<file path="src/rtl/ser_pkg.sv">
// Shared types and helpers for the serial receive and transmit blocks.
package ser_pkg;

    typedef enum logic [2:0] {
        IDLE,
        START,
        DATA,
        PARITY,
        STOP
    } rx_state_t;

    localparam logic [7:0] ASCII_CR = 8'h0D;
    localparam int         SER_BITS = 8;

    // Clocks per oversample tick, rounded to nearest.
    function automatic int div_calc(input int clk_hz, input int baud, input int os);
        return (clk_hz + (baud * os) / 2) / (baud * os);
    endfunction

endpackage

</file>
<file path="src/rtl/ser_baud_tick.sv">
// Oversample tick generator: one-clock o_tick every DIV clocks, restartable.
module ser_baud_tick #(
    parameter int DIV   = 10,
    parameter int DIV_W = $clog2(DIV)
) (
    input  logic clk,
    input  logic rst_n,
    input  logic i_restart,
    output logic o_tick
);

    localparam logic [DIV_W-1:0] LAST = DIV_W'(DIV - 1);

    logic [DIV_W-1:0] r_cnt;

    always_ff @(posedge clk) begin
        if (!rst_n || i_restart) begin
            r_cnt <= '0;
        end else if (r_cnt == LAST) begin
            r_cnt <= '0;
        end else begin
            r_cnt <= r_cnt + 1'b1;
        end
    end

    assign o_tick = (r_cnt == LAST);

endmodule

</file>
<file path="src/rtl/ser_rcv_unit.sv">
// Oversampling async serial receiver (8N1; 8E1/8O1 when SER_RCV_PARITY_EN is defined).
// Each good byte lands on char_in with a one-clock rcv_done; error flags are sticky.
module ser_rcv_unit
    import ser_pkg::*;
#(
    parameter int CLK_FREQ_HZ = 50_000_000,
    parameter int BAUD        = 115200,
    parameter int OVERSAMPLE  = 16,
    parameter bit PARITY_ODD  = 1'b0
) (
    input  logic       clk,
    input  logic       rst_n,
    input  logic       rxd,
    input  logic       rx_en,
    input  logic       clr_err,
    output logic [7:0] char_in,
    output logic       rcv_done,
    output logic       busy,
    output logic       frame_err,
    output logic       parity_err,
    output rx_state_t  o_dbg_state
);

    localparam int              DIV       = div_calc(CLK_FREQ_HZ, BAUD, OVERSAMPLE);
    localparam int              DIV_W     = $clog2(DIV);
    localparam int              TC_W      = $clog2(OVERSAMPLE);
    localparam logic [TC_W-1:0] HALF_LAST = TC_W'(OVERSAMPLE / 2 - 1);
    localparam logic [TC_W-1:0] FULL_LAST = TC_W'(OVERSAMPLE - 1);
    localparam logic [2:0]      BIT_LAST  = 3'(SER_BITS - 1);

    logic            r_sync1, r_rxd_s;
    rx_state_t       r_state, w_next;
    logic            w_tick, w_start_det, w_bit_end;
    logic [TC_W-1:0] r_tcnt;
    logic [2:0]      r_bitcnt;
    logic [7:0]      r_shift, r_char;
    logic            r_done, r_ferr, r_bad, r_armed;

    always_ff @(posedge clk) begin
        if (!rst_n) begin
            r_sync1 <= 1'b1;
            r_rxd_s <= 1'b1;
        end else begin
            r_sync1 <= rxd;
            r_rxd_s <= r_sync1;
        end
    end

    // Start detection lands on a tick, so the baud counter restart keeps tick phase.
    ser_baud_tick #(.DIV(DIV), .DIV_W(DIV_W)) u_tick (
        .clk       (clk),
        .rst_n     (rst_n),
        .i_restart (w_start_det),
        .o_tick    (w_tick)
    );

    // The detection tick counts as the first start-bit tick, centring the samples.
    assign w_start_det = (r_state == IDLE) && rx_en && r_armed && w_tick && !r_rxd_s;
    assign w_bit_end   = rx_en && w_tick &&
                         (r_tcnt == ((r_state == START) ? HALF_LAST : FULL_LAST));

    always_ff @(posedge clk) begin
        if (!rst_n) r_state <= IDLE;
        else        r_state <= w_next;
    end

    always_comb begin
        w_next = r_state;
        case (r_state)
            IDLE:  if (w_start_det) w_next = START;
            START: if (w_bit_end) w_next = r_rxd_s ? IDLE : DATA;
`ifdef SER_RCV_PARITY_EN
            DATA:   if (w_bit_end && r_bitcnt == BIT_LAST) w_next = PARITY;
            PARITY: if (w_bit_end) w_next = STOP;
`else
            DATA:  if (w_bit_end && r_bitcnt == BIT_LAST) w_next = STOP;
`endif
            STOP:  if (w_bit_end) w_next = IDLE;
            default: w_next = IDLE;
        endcase
        if (!rx_en) w_next = IDLE;
    end

`ifdef SER_RCV_PARITY_EN
    logic r_perr;
    logic w_par_bad;
    assign w_par_bad = ((^r_shift) ^ r_rxd_s) != PARITY_ODD;
`endif

    always_ff @(posedge clk) begin
        if (!rst_n) begin
            r_tcnt   <= '0;
            r_bitcnt <= '0;
            r_shift  <= '0;
            r_char   <= '0;
            r_done   <= 1'b0;
            r_ferr   <= 1'b0;
            r_bad    <= 1'b0;
            r_armed  <= 1'b0;
`ifdef SER_RCV_PARITY_EN
            r_perr   <= 1'b0;
`endif
        end else begin
            r_done <= 1'b0;
            if (clr_err) begin
                r_ferr <= 1'b0;
`ifdef SER_RCV_PARITY_EN
                r_perr <= 1'b0;
`endif
            end
            // Arming needs a high line seen after (re-)entering IDLE.
            if (r_state != IDLE) r_armed <= 1'b0;
            else if (r_rxd_s)    r_armed <= 1'b1;

            if (w_start_det) begin
                r_tcnt   <= TC_W'(1);
                r_bitcnt <= '0;
                r_bad    <= 1'b0;
            end else if (r_state != IDLE && w_tick) begin
                r_tcnt <= w_bit_end ? '0 : r_tcnt + 1'b1;
            end

            if (w_bit_end && r_state == DATA) begin
                r_shift  <= {r_rxd_s, r_shift[7:1]};
                r_bitcnt <= r_bitcnt + 1'b1;
            end
`ifdef SER_RCV_PARITY_EN
            if (w_bit_end && r_state == PARITY && w_par_bad) begin
                r_perr <= 1'b1;
                r_bad  <= 1'b1;
            end
`endif
            if (w_bit_end && r_state == STOP) begin
                if (!r_rxd_s) begin
                    r_ferr <= 1'b1;
                end else if (!r_bad) begin
                    r_char <= r_shift;
                    r_done <= 1'b1;
                end
            end
        end
    end

    assign char_in     = r_char;
    assign rcv_done    = r_done;
    assign busy        = (r_state != IDLE);
    assign frame_err   = r_ferr;
    assign o_dbg_state = r_state;

`ifdef SER_RCV_PARITY_EN
    assign parity_err = r_perr;
`else
    logic w_unused_parity_odd;
    assign w_unused_parity_odd = PARITY_ODD;
    assign parity_err          = 1'b0;
`endif

endmodule

</file>
<file path="config.mk">
export PLATFORM = sky130hd
export DESIGN_NAME = ser_rcv_unit
export DESIGN_NICKNAME = d
export VERILOG_FILES = /design/src/rtl/ser_pkg.sv /design/src/rtl/ser_baud_tick.sv /design/src/rtl/ser_rcv_unit.sv
export SDC_FILE = /design/constraint.sdc
export NUM_CORES = 1
export LEC_CHECK = 0
export CAP_MARGIN = 20
export CELL_PAD_IN_SITES_DETAIL_PLACEMENT = 1
export CELL_PAD_IN_SITES_GLOBAL_PLACEMENT = 2
export CORE_ASPECT_RATIO = 1.5
export CORE_UTILIZATION = 33
export CTS_CLUSTER_DIAMETER = 50
export CTS_CLUSTER_SIZE = 16
export DETAILED_ROUTE_END_ITERATION = 12
export GPL_TIMING_DRIVEN = 0
export PLACE_DENSITY_LB_ADDON = 0.1
export SLEW_MARGIN = 20
export SYNTH_ARGS = -nofsm -noshare
export SYNTH_HDL_FRONTEND = slang
export SYNTH_SLANG_ARGS = --single-unit
</file>
<file path="constraint.sdc">
create_clock -name clk -period 2.6 [get_ports clk]
set_input_delay 0.65 -clock clk [delete_from_list [all_inputs] [get_ports clk]]
set_output_delay 0.65 -clock clk [all_outputs]
set_load 0.01 [all_outputs]
</file>
### Word-level counts from Yosys, hierarchy flattened

Cells that the tools add are included.

* register bits after elaboration: 36
* bits of input ports: 5
* output and inout bits: 15
* word-level logic and storage cells: 65

* add/subtract/negate cells: 3
* equal/unequal tests: 10
* multiplexer cells: 15
* bitwise operators: 1
* reduce and logical (&&, ||, !) cells: 24

Operators by type and width (number)
* $mux W3: 6
* $pmux W3 S4: 1
* $logic_and A1 B1 Y1: 10
* $mux W4: 2
* $eq A3 B3 Y1 const B: 2
* $ne A2 B2 Y1 const B: 3
* $reduce_or A2 Y1: 3
* $add A5 B1 Y5 const B: 1
* $eq A5 B5 Y1 const B: 1
* $mux W1: 5
* $add A4 B1 Y4 const B: 1
* $eq A4 B4 Y1: 1
* $reduce_and A2 Y1: 2
* $reduce_and A4 Y1: 1
* $reduce_bool A2 Y1: 2
* $add A3 B1 Y3 const B: 1
* $eq A3 B1 Y1 const B: 1
* $eq A3 B2 Y1 const B: 1
* $logic_not A3 Y1: 1
* $reduce_and A3 Y1: 1
* $reduce_bool A3 Y1: 1
* $logic_not A1 Y1: 2
* $mux W2: 1
* $ne A2 B1 Y1 const B: 1
* other kinds (2): 2

### Longest topological paths before layout

* word-level depth: 7
* depth in mapped cells: 7
* mapped depth without buffers: 6

### Modules after synthesis

A second synthesis with hierarchy kept.

* cells, all modules: 174
* area total of the unflattened synthesis: 1517.7 um2

By module, submodules not included
* ser_rcv_unit: instances 1, cells each 154, area each 1312.5 um2, sequential area each 620.6 um2
* ser_baud_tick: instances 1, cells each 20, area each 205.2 um2, sequential area each 100.1 um2

### Least setup slack after synthesis

OpenSTA, ideal clock, no wires.

* path type: input-to-reg
* from: input rx_en
* to: register r_bitcnt[1]
* setup time: 0.132 ns
* arrival: 1.818 ns
* data required time: 2.468 ns
* setup slack: 0.650 ns
* stages: 5
* buffers on the path: 1
* path through: nand3_1 -> or4_2 -> clkbuf_1 -> nand3_1 -> a21oi_1

* longest elaborated chain between the ends: 5
* elaborated cells on any way between the ends: 9
* classes of those cells: mux: 1; reduce/logical: 8

Ends and longest elaborated chain
* start, declared: line ser_rcv_unit.sv:14 `input logic rx_en,`
* $logic_and A1 B1 Y1 (4 in a row): line ser_rcv_unit.sv:58 `assign w_start_det = (r_state == IDLE) && rx_en && r_armed && w_tick && !r_rxd_s;`
* $reduce_bool A2 Y1 (no source line)
* end signal, assigned: line ser_rcv_unit.sv:125 `r_bitcnt <= r_bitcnt + 1'b1;`
* end, declared: line ser_rcv_unit.sv:35 `logic [2:0] r_bitcnt;`

Parallel ways exist; a longest one is shown, timed or not.
A chain may end at the register's enable or synchronous reset.

### Worst setup path in the final report

Ends and elaborated chain as after synthesis.

==> metrics <==
FF+latch count, synth=36; H-Tree Depth=2; placed insts=240; final period utilization=92.7%; Leak=0.699 nW; worst skew pair latency=between 0.2 and 0.3 ns; failing checks=DRC; Max Cap Viol=0; Clock Pin Slew Worst Setup and Hold Paths=0.07 ns; TNS Setup=0 ns; row count=30; final hold violations=0; most frequent CP cell=nand3_1; PD cells=about 550 mW/mm^2; Die Wd=a little under 60 microns; GRT busiest layer=met2; Avg Cell Area, Syn=approximately 8.9 sq um; final wirelength=3650 microns; DR WL/cell=14.8 microns; met3 GRT Util=4.37%; number of synthesized flops with an enable pin=0; cell with the most instances after synthesis=dfxtp_1; top post-synthesis cells by area=dfxtp_1 46%, nand2_1 6.3%, mux2i_1 5.8%, nor2_1 4.8%, a21oi_1 4.5%; CP required=2.75 ns; CTS tree=done; I/O Pins=20; Netlist Area Pre-Place=0.00155 sq mm; Clock Tree Buf Depth=2; Port Buffers=18; Fmax achieved=just over 0.4 GHz; Post-synth ARST share=0%; crit path max fanout=10; ant diodes=0; worst vdd ir=between 200 and 250 uV; CP Cell Sequence=clkdlybuf4s50_1, nand3_1, or4_2, clkbuf_1, nand3_1, a21oi_1; Syn Nets=roughly 180; Num CTS Buffers=5; First-pass DRT Iterations=8; Post-synth top flop=dfxtp_1; Synth Instances=174; nets@finish=209; unrepaired setup endpoints after global routing=no; crit-path max cell delay=0.71 ns; post-CTS setup buffer count=0; TritonCTS Sinks=36; vias in the first global route=1363; post-layout min period=between 2 and 2.5 ns; Hold WC Path Type=reg2reg; most frequent cells after synthesis=36 x dfxtp_1, 26 x nand2_1, 20 x nor2_1; max_slew headroom=between 50% and 60%; initial antenna violation count=0; M2 GR Usage=30.4%; Synth top area share=roughly 46%; pre-CTS setup slack=-0.136 ns; Final Core Density=between 40% and 50%; Synth-to-Final Area Change=21.7%; Yosys cell types=37; Setup crit start kind=input pin; core area=0.00450 sq mm; worst hold margin=0.416 ns; initial core utilization=approximately 34%; layout cells sized above 1=~7.5%; Total GRT Usage=16.5%; outcome=finished with violations; CTS resizes=0; first-pass GRT wire length=6330 microns; die height=86.0 microns; fin. max-slew vios=0; GR Layer Usage met1=17.6%; Post-CTS Hold Fix Bufs=0; dpl hpwl=about 2800 microns; Yosys top cell by area=dfxtp_1; crit path capture type=flop; warnings from Yosys=0; Worst path slowest cell=or4_2; DRT iter0 DRCs=44; sequential share of the synthesized area=46.5%; DRC violations left=1; kind of critical path=in2reg; Worst Skew=just over 0.01 ns; largest net degree at the start of global routing=11; CP Data Arrival Time=2.56 ns; die area=between 0.004 and 0.005 sq mm; worst-margin pin slew=~0.7 ns; vias per cell=5.24; # setup viols final=0; final std cells w/o fill=247; remaining global-route overflow=0; Via Count=1294; fin worst setup slack=approximately 0.19 ns; Root Buffer=clkbuf_8; post-route ant nets=0; gpl congestion=0.769
[power breakdown]
group          switching (W)  internal [W]
sequential        0.00000753      0.000559
combinational      0.0000260     0.0000170
clock               0.000190      0.000236
[registers in the layout, indices dropped and copies added (netlist names)]
| register | flops |
|---|---|
| char_in | 8 |
| frame_err | 1 |
| o_dbg_state | 3 |
| r_armed | 1 |
| r_bitcnt | 3 |
| r_rxd_s | 1 |
| r_shift | 8 |
| r_sync1 | 1 |
| r_tcnt | 4 |
| rcv_done | 1 |
| u_tick.r_cnt | 5 |
[routing by layer]
| metal | wire (microns) | up-vias | share of wire (%) |
|---|---|---|---|
| met3 | 107 | 5 | 2.9 |
| met1 | 1510 | 628 | 41 |
| met5 | 0 | - | 0 |
| li1 | - | 642 | - |
| met4 | 43 | 0 | 1.2 |
| met2 | 2000 | 19 | 55 |
[metrics by stage]
| stage | power, W | cell area, sq um |
|---|---|---|
| 6_report | 0.00104 | 1890 |
| 5_1_grt | 0.00108 | 1890 |
| 4_1_cts | 0.00105 | 1890 |
| 3_5_place_dp | 0.000623 | 1790 |
| 3_3_place_gp | 0.000620 | 1790 |
| 2_1_floorplan | 0.000604 | 1550 |
[kinds of logic after synthesis]
| family | count (synthesis) | share of synthesized area [%] |
|---|---|---|
| xor gates and xnor gates | 5 | 2.82 |
| buffers and inverters | 14 | 4.19 |
| AOI/OAI and AO/OA | 27 | 10.1 |
| other | 1 | 0.242 |
| adders and majority gates | 5 | 4.03 |
| and+or+nand+nor | 77 | 26.4 |
| DFF | 36 | 46.5 |
| muxes | 9 | 5.81 |
[critical path: cells and delay by family]
kind / cells / cell delay, ns
buf+inv: 2 / 0.76
compound gates: 1 / 0.07
simple gates: 3 / 1.07
[final cells by class]
type	count	area [sq um]
inverter	5	18.8
buffer	9	46.3
timing repair buffer	18	180
clock buffer	7	96.3
tap	48	60.1
sequential	36	721
fill	546	2620
multi-input combinational	124	766
[placed cells by master (no fill, tap or decap), types with 2 or more instances in the layout]
cell / synthesis / layout
o21ai_0: 5 / 5
nor2_1: 20 / 20
nand2_1: 26 / 26
dfxtp_1: 36 / 36
clkdlybuf4s50_1: 0 / 18
a31oi_1: 2 / 2
ha_1: 5 / 5
o2111ai_1: 2 / 2
nand3_1: 8 / 8
o211ai_1: 2 / 2
clkbuf_8: 0 / 7
nand2b_1: 5 / 5
mux2i_1: 9 / 9
clkbuf_1: 6 / 6
xnor2_1: 2 / 2
or4_1: 3 / 3
xor2_1: 3 / 3
nor3_1: 2 / 2
inv_1: 5 / 5
a21oi_1: 14 / 14
[worst paths after layout]
check                                      from  depth (start not counted)  slack (ns)           to
worst max register to register  u_tick.r_cnt[0]                          7        0.47  r_bitcnt[1]
worst min-delay path                    r_sync1                          1        0.42      r_rxd_s
worst min register to register          r_sync1                          1        0.42      r_rxd_s
worst max-delay path                      rx_en                          6        0.19  r_bitcnt[1]
Power figures use the tool's default switching activity.
